<file path="config.mk">
export PLATFORM = sky130hd
export DESIGN_NAME = na_read_wb
export DESIGN_NICKNAME = d
export VERILOG_FILES = /design/src/rtl/dii_package.sv /design/src/rtl/na_wb_pkg.sv /design/src/rtl/noc_to_di_serializer.sv /design/src/rtl/na_read_wb.sv
export SDC_FILE = /design/constraint.sdc
export NUM_CORES = 1
export LEC_CHECK = 0
export BUFFER_PORTS_ARGS = -buffer_cell sky130_fd_sc_hd__buf_4
export CAP_MARGIN = 20
export CELL_PAD_IN_SITES_DETAIL_PLACEMENT = 2
export CELL_PAD_IN_SITES_GLOBAL_PLACEMENT = 2
export CORE_MARGIN = 2
export CORE_UTILIZATION = 25
export CTS_CLUSTER_SIZE = 25
export DETAILED_ROUTE_END_ITERATION = 10
export PLACE_DENSITY = 0.65
export SKIP_CTS_REPAIR_TIMING = 1
export SLEW_MARGIN = 20
export SYNTH_ARGS = -nofsm -noshare
export SYNTH_HDL_FRONTEND = slang
export SYNTH_SLANG_ARGS = --single-unit
</file>
<file path="constraint.sdc">
create_clock -name clk -period 5.2 [get_ports clk]
set_input_delay 0.52 -clock clk [delete_from_list [all_inputs] [get_ports clk]]
set_output_delay 0.52 -clock clk [all_outputs]
set_load 0.05 [all_outputs]
</file>
<file path="src/rtl/dii_package.sv">
// Debug-interconnect flit type shared by every DI producer and consumer.
package dii_package;

  typedef struct packed {
    logic        valid;
    logic        last;
    logic [15:0] data;
  } dii_flit;

endpackage

</file>
<file path="src/rtl/na_wb_pkg.sv">
// NoC adapter Wishbone address map, DI error fill word and read-path state type.
package na_wb_pkg;

  localparam logic [31:0] NA_WB_EP_STRIDE  = 32'h0000_2000;
  localparam logic [31:0] NA_WB_STATUS_OFS = 32'h0000_0000;
  localparam logic [31:0] NA_WB_DATA_OFS   = 32'h0000_0004;
  localparam logic [15:0] NA_DI_ERR_FILL   = 16'hDEAD;

  typedef enum logic [2:0] {
    NA_RD_IDLE,
    NA_RD_WAIT_GNT,
    NA_RD_STATUS,
    NA_RD_HDR,
    NA_RD_DATA,
    NA_RD_HI,
    NA_RD_LO,
    NA_RD_FILL
  } na_read_state_t;

  function automatic logic [31:0] na_wb_addr(input logic [7:0] ep, input logic [31:0] ofs);
    return (32'(ep) * NA_WB_EP_STRIDE) + ofs;
  endfunction

endpackage

</file>
<file path="src/rtl/noc_to_di_serializer.sv">
// Splits a 32-bit NoC word into two 16-bit DI flits (high half first) and
// also presents single header / error-fill flits; output is fully registered.
module noc_to_di_serializer
  import dii_package::*;
  import na_wb_pkg::*;
(
  input  logic        clk,
  input  logic        rst_n,
  input  logic        load_hdr,
  input  logic [15:0] hdr_data,
  input  logic        load_word,
  input  logic [31:0] word_data,
  input  logic        word_last,
  input  logic        load_fill,
  input  logic        out_flit_ready,
  output dii_flit     out_flit,
  output logic        flit_accept
);

  dii_flit     flit_r;
  logic [15:0] lo_hold_r;
  logic        lo_pend_r;
  logic        lo_last_r;

  assign flit_accept = flit_r.valid & out_flit_ready;
  assign out_flit    = flit_r;

  // Output flit register; the low half waits in lo_hold_r until the high half is taken.
  always_ff @(posedge clk or negedge rst_n) begin
    if (!rst_n) begin
      flit_r    <= '0;
      lo_hold_r <= 16'h0000;
      lo_pend_r <= 1'b0;
      lo_last_r <= 1'b0;
    end else if (load_hdr) begin
      flit_r    <= {1'b1, 1'b0, hdr_data};
      lo_pend_r <= 1'b0;
    end else if (load_fill) begin
      flit_r    <= {1'b1, 1'b1, NA_DI_ERR_FILL};
      lo_pend_r <= 1'b0;
    end else if (load_word) begin
      flit_r    <= {1'b1, 1'b0, word_data[31:16]};
      lo_hold_r <= word_data[15:0];
      lo_last_r <= word_last;
      lo_pend_r <= 1'b1;
    end else if (flit_accept) begin
      if (lo_pend_r) begin
        flit_r    <= {1'b1, lo_last_r, lo_hold_r};
        lo_pend_r <= 1'b0;
      end else begin
        flit_r.valid <= 1'b0;
        flit_r.last  <= 1'b0;
      end
    end
  end

endmodule

</file>
<file path="src/rtl/na_read_wb.sv">
// NoC adapter egress: polls NI endpoints over Wishbone and emits packets as DI flits.
// Optional Wishbone watchdog enabled by defining NA_READ_WB_TIMEOUT_EN.
module na_read_wb
  import dii_package::*;
  import na_wb_pkg::*;
#(
  parameter int NOC_FLIT_WIDTH    = 32,
  parameter int DI_FLIT_WIDTH     = 16,
  parameter int MAX_NOC_PKT_LEN   = 10,
  parameter int NUM_BE_ENDPOINTS  = 1,
  parameter int NUM_TDM_ENDPOINTS = 1,
  parameter int TIMEOUT_CYCLES    = 255
)(
  input  logic                      clk,
  input  logic                      rst_n,
  input  logic                      enable,
  output logic                      req,
  input  logic                      gnt,
  output dii_flit                   out_flit,
  input  logic                      out_flit_ready,
  output logic [31:0]               wb_adr_o,
  output logic                      wb_cyc_o,
  output logic                      wb_stb_o,
  input  logic [NOC_FLIT_WIDTH-1:0] wb_dat_i,
  input  logic                      wb_ack_i,
  input  logic                      wb_err_i,
  output logic                      err_o
);

  localparam int                    NUM_EP  = NUM_BE_ENDPOINTS + NUM_TDM_ENDPOINTS;
  localparam logic [7:0]            LAST_EP = 8'(NUM_EP - 1);
  localparam logic [NOC_FLIT_WIDTH-1:0] MAX_LEN = NOC_FLIT_WIDTH'(MAX_NOC_PKT_LEN);

  na_read_state_t state_r, state_nxt;
  logic        req_r, req_nxt;
  logic        cyc_r, cyc_nxt;
  logic [31:0] adr_r, adr_nxt;
  logic        err_r, err_nxt;
  logic [7:0]  ep_idx_r, ep_nxt, ep_inc_s;
  logic [7:0]  remain_r, remain_nxt;
  logic        load_hdr_s, load_word_s, load_fill_s, flit_accept_s;
  logic        tmo_s, ack_s, berr_s;
  logic [DI_FLIT_WIDTH-1:0] hdr_s;

`ifdef NA_READ_WB_TIMEOUT_EN
  logic [7:0] tmo_cnt_r;

  // Watchdog counts cycles of an outstanding Wishbone access.
  always_ff @(posedge clk or negedge rst_n) begin
    if (!rst_n) begin
      tmo_cnt_r <= 8'd0;
    end else if (!cyc_r || wb_ack_i || wb_err_i || tmo_s) begin
      tmo_cnt_r <= 8'd0;
    end else begin
      tmo_cnt_r <= tmo_cnt_r + 8'd1;
    end
  end

  assign tmo_s = cyc_r && (tmo_cnt_r == 8'(TIMEOUT_CYCLES));
`else
  assign tmo_s = 1'b0;
`endif

  assign ack_s    = cyc_r & wb_ack_i;
  assign berr_s   = cyc_r & (wb_err_i | tmo_s);
  assign ep_inc_s = (ep_idx_r == LAST_EP) ? 8'd0 : ep_idx_r + 8'd1;
  assign hdr_s    = {8'h00, ep_idx_r};

  // State and registered bus/status outputs.
  always_ff @(posedge clk or negedge rst_n) begin
    if (!rst_n) begin
      state_r  <= NA_RD_IDLE;
      req_r    <= 1'b0;
      cyc_r    <= 1'b0;
      adr_r    <= 32'h0000_0000;
      err_r    <= 1'b0;
      ep_idx_r <= 8'd0;
      remain_r <= 8'd0;
    end else begin
      state_r  <= state_nxt;
      req_r    <= req_nxt;
      cyc_r    <= cyc_nxt;
      adr_r    <= adr_nxt;
      err_r    <= err_nxt;
      ep_idx_r <= ep_nxt;
      remain_r <= remain_nxt;
    end
  end

  // Next-state logic; req stays up from grant until the packet is finished.
  always_comb begin
    state_nxt   = state_r;
    req_nxt     = req_r;
    cyc_nxt     = cyc_r;
    adr_nxt     = adr_r;
    err_nxt     = err_r;
    ep_nxt      = ep_idx_r;
    remain_nxt  = remain_r;
    load_hdr_s  = 1'b0;
    load_word_s = 1'b0;
    load_fill_s = 1'b0;
    case (state_r)
      NA_RD_IDLE: begin
        if (enable) begin
          req_nxt   = 1'b1;
          state_nxt = NA_RD_WAIT_GNT;
        end else begin
          req_nxt   = 1'b0;
        end
      end
      NA_RD_WAIT_GNT: begin
        if (gnt) begin
          cyc_nxt   = 1'b1;
          adr_nxt   = na_wb_addr(ep_idx_r, NA_WB_STATUS_OFS);
          state_nxt = NA_RD_STATUS;
        end else begin
          req_nxt   = 1'b1;
        end
      end
      NA_RD_STATUS: begin
        if (berr_s || (ack_s && (wb_dat_i > MAX_LEN))) begin
          cyc_nxt   = 1'b0;
          err_nxt   = 1'b1;
          ep_nxt    = ep_inc_s;
          req_nxt   = 1'b0;
          state_nxt = NA_RD_IDLE;
        end else if (ack_s && (wb_dat_i == '0)) begin
          cyc_nxt   = 1'b0;
          ep_nxt    = ep_inc_s;
          req_nxt   = 1'b0;
          state_nxt = NA_RD_IDLE;
        end else if (ack_s) begin
          cyc_nxt    = 1'b0;
          remain_nxt = wb_dat_i[7:0];
          load_hdr_s = 1'b1;
          state_nxt  = NA_RD_HDR;
        end else begin
          cyc_nxt    = 1'b1;
        end
      end
      NA_RD_HDR: begin
        if (flit_accept_s) begin
          cyc_nxt   = 1'b1;
          adr_nxt   = na_wb_addr(ep_idx_r, NA_WB_DATA_OFS);
          state_nxt = NA_RD_DATA;
        end else begin
          state_nxt = NA_RD_HDR;
        end
      end
      NA_RD_DATA: begin
        if (berr_s) begin
          cyc_nxt     = 1'b0;
          err_nxt     = 1'b1;
          load_fill_s = 1'b1;
          state_nxt   = NA_RD_FILL;
        end else if (ack_s) begin
          cyc_nxt     = 1'b0;
          load_word_s = 1'b1;
          state_nxt   = NA_RD_HI;
        end else begin
          cyc_nxt     = 1'b1;
        end
      end
      NA_RD_HI: begin
        if (flit_accept_s) begin
          state_nxt = NA_RD_LO;
        end else begin
          state_nxt = NA_RD_HI;
        end
      end
      NA_RD_LO: begin
        if (flit_accept_s && (remain_r == 8'd1)) begin
          remain_nxt = 8'd0;
          ep_nxt     = ep_inc_s;
          req_nxt    = 1'b0;
          state_nxt  = NA_RD_IDLE;
        end else if (flit_accept_s) begin
          remain_nxt = remain_r - 8'd1;
          cyc_nxt    = 1'b1;
          adr_nxt    = na_wb_addr(ep_idx_r, NA_WB_DATA_OFS);
          state_nxt  = NA_RD_DATA;
        end else begin
          state_nxt  = NA_RD_LO;
        end
      end
      NA_RD_FILL: begin
        if (flit_accept_s) begin
          ep_nxt    = ep_inc_s;
          req_nxt   = 1'b0;
          state_nxt = NA_RD_IDLE;
        end else begin
          state_nxt = NA_RD_FILL;
        end
      end
      default: begin
        cyc_nxt   = 1'b0;
        req_nxt   = 1'b0;
        state_nxt = NA_RD_IDLE;
      end
    endcase
  end

  noc_to_di_serializer u_ser (
    .clk            (clk),
    .rst_n          (rst_n),
    .load_hdr       (load_hdr_s),
    .hdr_data       (hdr_s),
    .load_word      (load_word_s),
    .word_data      (wb_dat_i),
    .word_last      (remain_r == 8'd1),
    .load_fill      (load_fill_s),
    .out_flit_ready (out_flit_ready),
    .out_flit       (out_flit),
    .flit_accept    (flit_accept_s)
  );

  assign req      = req_r;
  assign wb_cyc_o = cyc_r;
  assign wb_stb_o = cyc_r;
  assign wb_adr_o = adr_r;
  assign err_o    = err_r;

endmodule

</file>
==> results of run 1 <==
==> per-layer routing <==
metal,track usage [%],wire length [µm]
met1,21.3,5760
met2,25.3,5900
met3,2.93,396
met4,3.68,119
met5,0,0
==> registers in the layout, summed over array words and instances (netlist names) <==
register	count
state_r	3
err_o	1
u_ser.lo_last_r	1
u_ser.lo_hold_r	16
req	1
u_ser.out_flit	18
remain_r	8
wb_cyc_o	1
wb_adr_o	9
ep_idx_r	8
u_ser.lo_pend_r	1
==> worst max-delay path, stage by stage <==
cell	delay [ns]
sky130_fd_sc_hd__buf_4	0.11
sky130_fd_sc_hd__nor4_1	0.48
sky130_fd_sc_hd__nand3_1	0.29
sky130_fd_sc_hd__o31ai_4	0.38
sky130_fd_sc_hd__nand3_1	0.74
sky130_fd_sc_hd__nand2_1	0.38
sky130_fd_sc_hd__o21ai_0	0.13
==> power by group <==
| part | internal (mW) | total, mW | switching, mW |
|---|---|---|---|
| logic | 0.487 | 1.38 | 0.895 |
| registers | 0.753 | 1.00 | 0.247 |
| clock network | 0.323 | 0.564 | 0.242 |
==> cell type report <==
class,instances,share of cell area [%]
multi-input cells,304,40.7
flip-flops and latches,67,36.0
repair buffers,70,11.3
well taps,188,5.05
clock buffers,10,4.91
inverters,14,1.13
clock inverters,6,0.913
==> cells in the final DEF, fill, tap and decap left out, types with 3 or more instances in the layout <==
cell type	synthesis	routed
sky130_fd_sc_hd__buf_4	24	70
sky130_fd_sc_hd__dfrtp_1	67	67
sky130_fd_sc_hd__nand2_1	58	58
sky130_fd_sc_hd__o21ai_0	28	28
sky130_fd_sc_hd__nor2_1	27	27
sky130_fd_sc_hd__conb_1	1	23
sky130_fd_sc_hd__nand3_1	22	22
sky130_fd_sc_hd__mux2_2	20	20
sky130_fd_sc_hd__inv_1	14	14
sky130_fd_sc_hd__a21oi_1	14	14
sky130_fd_sc_hd__o21ai_1	9	9
sky130_fd_sc_hd__clkbuf_16	0	9
sky130_fd_sc_hd__nor3_1	7	7
sky130_fd_sc_hd__a31oi_1	6	6
sky130_fd_sc_hd__o31ai_1	6	6
sky130_fd_sc_hd__o211ai_1	6	6
sky130_fd_sc_hd__nor4_1	5	5
sky130_fd_sc_hd__and3_1	5	5
sky130_fd_sc_hd__nor4_2	4	4
sky130_fd_sc_hd__ha_1	4	4
sky130_fd_sc_hd__nor3b_1	3	3
sky130_fd_sc_hd__a22oi_1	3	3
sky130_fd_sc_hd__nor2b_1	3	3
sky130_fd_sc_hd__a211oi_1	3	3
sky130_fd_sc_hd__a32oi_1	3	3
sky130_fd_sc_hd__o2111ai_1	3	3
==> worst min-delay path by stage <==
stage,startpoint,to,cells past startpoint
2_1_floorplan,rst_n,ep_idx_r[0],0
3_3_place_gp,wb_adr_o[17],wb_adr_o[17],2
3_5_place_dp,u_ser.lo_last_r,u_ser.lo_last_r,2
4_1_cts,rst_n,state_r[2],1
5_1_grt,rst_n,req,1
6_report,rst_n,req,1
==> cell families (layout without fill, tap and decap cells) <==
group,count (synthesis),after routing
multiplexers,23,23
other,1,23
buffers and inverters,57,100
AND/OR/NAND/NOR,150,150
XOR/XNOR,3,3
AO/OA/AOI/OAI,100,100
adder cells (fa/ha/maj),5,5
flip-flops,67,67
==> Yosys cell counts, drive strengths merged, types with 2 or more instances <==
cell type	n	share of area, %
nand2b	2	0.33
nor4	10	2.7
a21oi	16	2.3
nor3b	3	0.59
nand3	22	2.9
a32oi	3	0.69
nand2	58	5.7
a2111oi	3	0.86
a22oi	3	0.59
nor3	10	1.9
mux2i	2	0.53
buf	29	5.4
o22ai	2	0.33
clkbuf	14	1.4
a31oi	6	0.99
a211oi	3	0.59
nor2b	4	0.72
o211ai	6	1.2
and3	5	0.82
nand4	3	0.66
xor2	2	0.46
mux2	21	6.3
dfrtp	67	44
o22a	2	0.46
o31ai	10	3.0
nor2	27	2.7
o21ai	37	4.9
ha	4	1.3
inv	14	1.4
o2111ai	3	0.69
==> metrics by stage <==
step / hold WS (ns) / area, µm²
after CTS: 0.364 / 4660
after global routing: 0.395 / 4660
after detailed placement: 0.483 / 4390
final: 0.313 / 4660
after global placement: 0.467 / 4390
after floorplan: 0.224 / 3880
==> metrics.yaml, run 1 <==
outcome: "complete, no violations"
finalHoldViolCount: 0
hold_class: "in -> async"
tritoncts.num_buffers: 9
ios: 93
number_of_enable_flip_flop_cells_after_synthesis: 0
grt_first_pass_wirelength_um: 19500
worstSetupEndpointType: "flop"
critical_path_endpoint: "u_ser.lo_pend_r"
netlist-cell-type-count: 58
totalNegativeSetupSlack_ns: 0
ys.warnings.count: 0
layout.area.seq_um2: 1680
port_buffers: 69
critical_path_arrival_ns: 3.03
synth_top_family_by_area: "simple AND/OR/NAND/NOR gates"
core-area_um2: 15000
setup-violations-final: 0
min_period_ns: 2.84
fillerInstances: 1703
tightest_slew_ns: 0.975
synthMuxAreaShare_pct: 6.84
routed_via_density: 4.96
worstReg2RegStart: "state_r[1]"
firstDrtPassIters: 4
totalPowerFinal_mw: 2.95
syn_avg_cell_area_um2: 9.37
clock_skew_ns: 0.00816
first_drt_iteration_drcs: 235
finish.cell_count_without_fillers: 659
wl_um: 12200
compound_gate_portion_of_the_synthesized_area_pct: 17.9
worstSkewPairLatency_ns: 0.34
h-tree-depth: 3
fp.dieW_um: 127
die_height_um: 127
largest_net_degree_at_the_start_of_global_routing: 68
timing.final.ws_setup_ns: 2.36
fin_nets: 509
globalRoute.totalOverflow: 0
cts.path.max_buffers: 2
clk_root_buffer_cell: "sky130_fd_sc_hd__clkbuf_16"
ys_seq_area_share_pct: 44.1
synthesis.area_um2: 3800
finalWeightedCongestion: 0.766
detailroute.via_count: 3267
final_layout_size_suffix_gt1_share_pct: 26.8
adder_cell_share_of_the_synthesized_area_pct: 1.58
postLayoutCoreUtil_pct: 31.0
ys.flop_type: "sky130_fd_sc_hd__dfrtp_1"
worstSetupPathType: "in -> reg"
floorplan.initialDensity_pct: 25.3
total_leakage_power_nw: 2.09
antenna_violations_before_repair: 0
cp_data_required_time_ns: 5.39
rsz0062_at_grt: "false"
post-place-ws_ns: 1.91
reg2reg_slack_ns: 2.44
grt_usage_pct: 15.5
maxCapViolations: 0
cts.sink_count: 67
synthXorXnorAreaFrac_pct: 0.691
clk_pin_slew_ns: 0.06
min_period_over_period_pct: 54.6
critical_path.startpoint: "wb_dat_i[26]"
power.ir.vdd_worst_mv: 0.158
syn_to_final_growth_pct: 22.5
crit_fanout: 25
first_global_vias: 3496
r2r.worst_path.cells: 5
std_cell_rows: 45
clock.fmax_ghz: 0.352
multiInputGateArea_um2: 1900
async_set_reset_flop_share_out_of_synthesis_pct: 100
tritoncts: "done"
worst_r2r_endpoint: "u_ser.lo_pend_r"
drt.antenna.violating_nets: 0
post_drt_wl_per_cell_um: 18.5
post_synth_inst_count: 406
powerDensity_nw_per_um2: 632
drt_drc_violations_left: 0
slew-limit-headroom_pct: 34.8
dieArea_um2: 16200
final_max_slew_viol_count: 0
cp-start-kind: "input pin"
insertedDiodeCount: 0
dpl_cells: 643
synth-simple-area-share_pct: 20.6
ys_ff_latch: 67
dpl.hpwl_um: 8830
Power figures use the tool's default switching activity.
==> run 2: changes to the inputs <==
--- a/config.mk
+++ b/config.mk
@@ -13,7 +13,7 @@
 export CORE_UTILIZATION = 25
 export CTS_CLUSTER_SIZE = 25
 export DETAILED_ROUTE_END_ITERATION = 10
-export PLACE_DENSITY = 0.65
+export PLACE_DENSITY = 0.68
 export SKIP_CTS_REPAIR_TIMING = 1
 export SLEW_MARGIN = 20
 export SYNTH_ARGS = -nofsm -noshare
==> constraint.sdc (replaced) <==
create_clock -name clk -period 2.6 [get_ports clk]
set_input_delay 0.26 -clock clk [delete_from_list [all_inputs] [get_ports clk]]
set_output_delay 0.26 -clock clk [all_outputs]
set_load 0.05 [all_outputs]
==> metrics.yaml, run 2 (same netlist as run 1, synthesis figures left out) <==
dieArea_um2: 16200  # unchanged
layout_commonest_cell: "sky130_fd_sc_hd__buf_4"
setup-violations-final: 0  # unchanged
grt_usage_pct: 16.0  # +0.51 points
postLayoutCoreUtil_pct: 32.0  # +1.0 points
insertedDiodeCount: 0  # unchanged
firstDrtPassIters: 4  # unchanged
mostFrequentLayoutCells: "sky130_fd_sc_hd__buf_4 (76), sky130_fd_sc_hd__dfrtp_1 (67), sky130_fd_sc_hd__nand2_1 (58)"
powerDensity_nw_per_um2: 1300  # +110%
final_layout_size_suffix_gt1_share_pct: 28.2  # +1.4 points
detailroute.via_count: 3303  # +1.1%
maxCapViolations: 0  # unchanged
power_frac_comb_pct: 46.1  # -0.8 points
largest_net_degree_at_the_start_of_global_routing: 68  # unchanged
ios: 93  # unchanged
final_max_slew_viol_count: 0  # unchanged
dpl.hpwl_um: 9450  # +7.0%
switching_power_mw: 2.80  # +100%
clock.fmax_ghz: 0.422
drt_drc_violations_left: 0  # unchanged
finalWeightedCongestion: 0.791  # +3.3%
finalHoldViolCount: 0  # unchanged
fp.dieW_um: 127  # unchanged
h-tree-depth: 3  # unchanged
clk_root_buffer_cell: "sky130_fd_sc_hd__clkbuf_16"
worst_r2r_endpoint: "ep_idx_r[5]"
drt.antenna.violating_nets: 0  # unchanged
cp_data_required_time_ns: 2.83  # -2.56 ns
crit_fanout: 4  # -84%
slew-limit-headroom_pct: 38.3  # +3.5 points
outcome: "complete, no violations"
totalNegativeSetupSlack_ns: 0  # unchanged
rsz0062_at_grt: "false"
tightest_slew_ns: 0.925  # -0.0502 ns
worstReg2RegStart: "remain_r[1]"
die_height_um: 127  # unchanged
worstSkewPairLatency_ns: 0.33  # about the same
power.ir.vdd_worst_mv: 0.398  # +150%
internal_power_mw: 3.46  # +120%
power.clock.fraction_pct: 22.5  # +3.3 points
syn_to_final_growth_pct: 26.6
tritoncts: "done"
r2r.worst_path.cells: 7  # +2
cts.path.max_buffers: 2  # unchanged
globalRoute.totalOverflow: 0  # unchanged
first_global_vias: 3549  # +1.5%
post_drt_wl_per_cell_um: 18.9  # +2.6%
std_cell_rows: 45  # unchanged
routed_via_density: 4.95  # -0.11%
finish.cell_count_without_fillers: 667  # +1.2%
fin_nets: 517  # +1.6%
tritoncts.num_buffers: 9  # unchanged
dpl_cells: 651  # +1.2%
min_period_ns: 2.37
port_buffers: 69  # unchanged
first_drt_iteration_drcs: 194  # -17%
cp-start-kind: "flop"
core-area_um2: 15000  # unchanged
worstSetupEndpointType: "flop"
clock_skew_ns: 0.00697  # -0.00119 ns
fillerInstances: 1677  # -1.5%
reg2reg_slack_ns: 0.23  # -2.21 ns
floorplan.initialDensity_pct: 25.3  # unchanged
grt_first_pass_wirelength_um: 20200  # +3.4%
power.share.sequential_pct: 31.4  # -2.5 points
total_leakage_power_nw: 2.18  # +4.2%
min_period_over_period_pct: 91.1
worstSetupPathType: "reg -> reg"
critical_path_arrival_ns: 2.60  # -0.43 ns
largest_reg_flops: 18  # unchanged
power.share.switching_pct: 44.7  # -2.3 points
cts.sink_count: 67  # unchanged
antenna_violations_before_repair: 0  # unchanged
wl_um: 12600  # +3.8%
clk_pin_slew_ns: 0.06  # about the same
hold_class: "in -> async"
==> run 2: changes by cell type in the layout (fill, tap and decap cells not counted), sizes merged <==
cell,change
buf,+8
bufinv,+3
clkbuf,-1
clkinv,-1
clkinvlp,-1
==> run 2: power by group through the flow <==
stage	sequential (mW)	clock (mW)	combinational (mW)
after global routing	2.05	1.48	3.12
after CTS	1.97	1.44	2.93
after detailed placement	1.99	0	2.90
after floorplan	2.55	0	1.38
final	1.96	1.41	2.88
after global placement	1.96	0	2.81
==> run 2: critical path: stages (launching register included) <==
cell and delay (ns):
sky130_fd_sc_hd__dfrtp_1 0.41, sky130_fd_sc_hd__inv_1 0.13, sky130_fd_sc_hd__ha_1 0.17, sky130_fd_sc_hd__nor3b_1 0.37, sky130_fd_sc_hd__a21oi_2 0.17, sky130_fd_sc_hd__nor4b_4 0.32, sky130_fd_sc_hd__or3b_4 0.46, sky130_fd_sc_hd__o31ai_2 0.24
==> run 2: per-layer routing <==
metal,track usage (%),up-vias,wire length [µm]
li1,-,1551,-
met1,21.1,1669,5770
met2,26.8,73,6290
met3,2.93,10,431
met4,4.52,0,156
met5,0,-,0
==> run 2: per-stage QoR <==
stage,hold slack (ns),power [mW],area [µm²],setup WS [ns]
after CTS,0.113,6.34,4810,0.233
after global routing,0.127,6.65,4810,0.0736
after detailed placement,0.464,4.89,4470,0.159
after floorplan,-0.0356,3.93,3880,0.390
final,0.0444,6.26,4810,0.233
after global placement,0.451,4.76,4470,0.268
==> run 2: final cells by class <==
type	count	area (µm²)	area share, %
clock buffers	9	225	4.68
clock inverters	7	116	2.42
inverters	14	52.6	1.09
multi-input cells	304	1900	39.4
flip-flops and latches	67	1680	34.8
well taps	188	235	4.89
repair buffers	78	611	12.7
==> run 2: how the worst max path moves through the flow <==
stage | start | to | slack, ns | cells past startpoint
after global routing | remain_r[1] | remain_r[0] | 0.07 | 8
final | remain_r[1] | ep_idx_r[5] | 0.23 | 7
after floorplan | wb_cyc_o | req | 0.39 | 6
after CTS | remain_r[1] | ep_idx_r[5] | 0.23 | 7
after global placement | wb_dat_i[0] | req | 0.27 | 7
after detailed placement | wb_dat_i[0] | req | 0.16 | 7
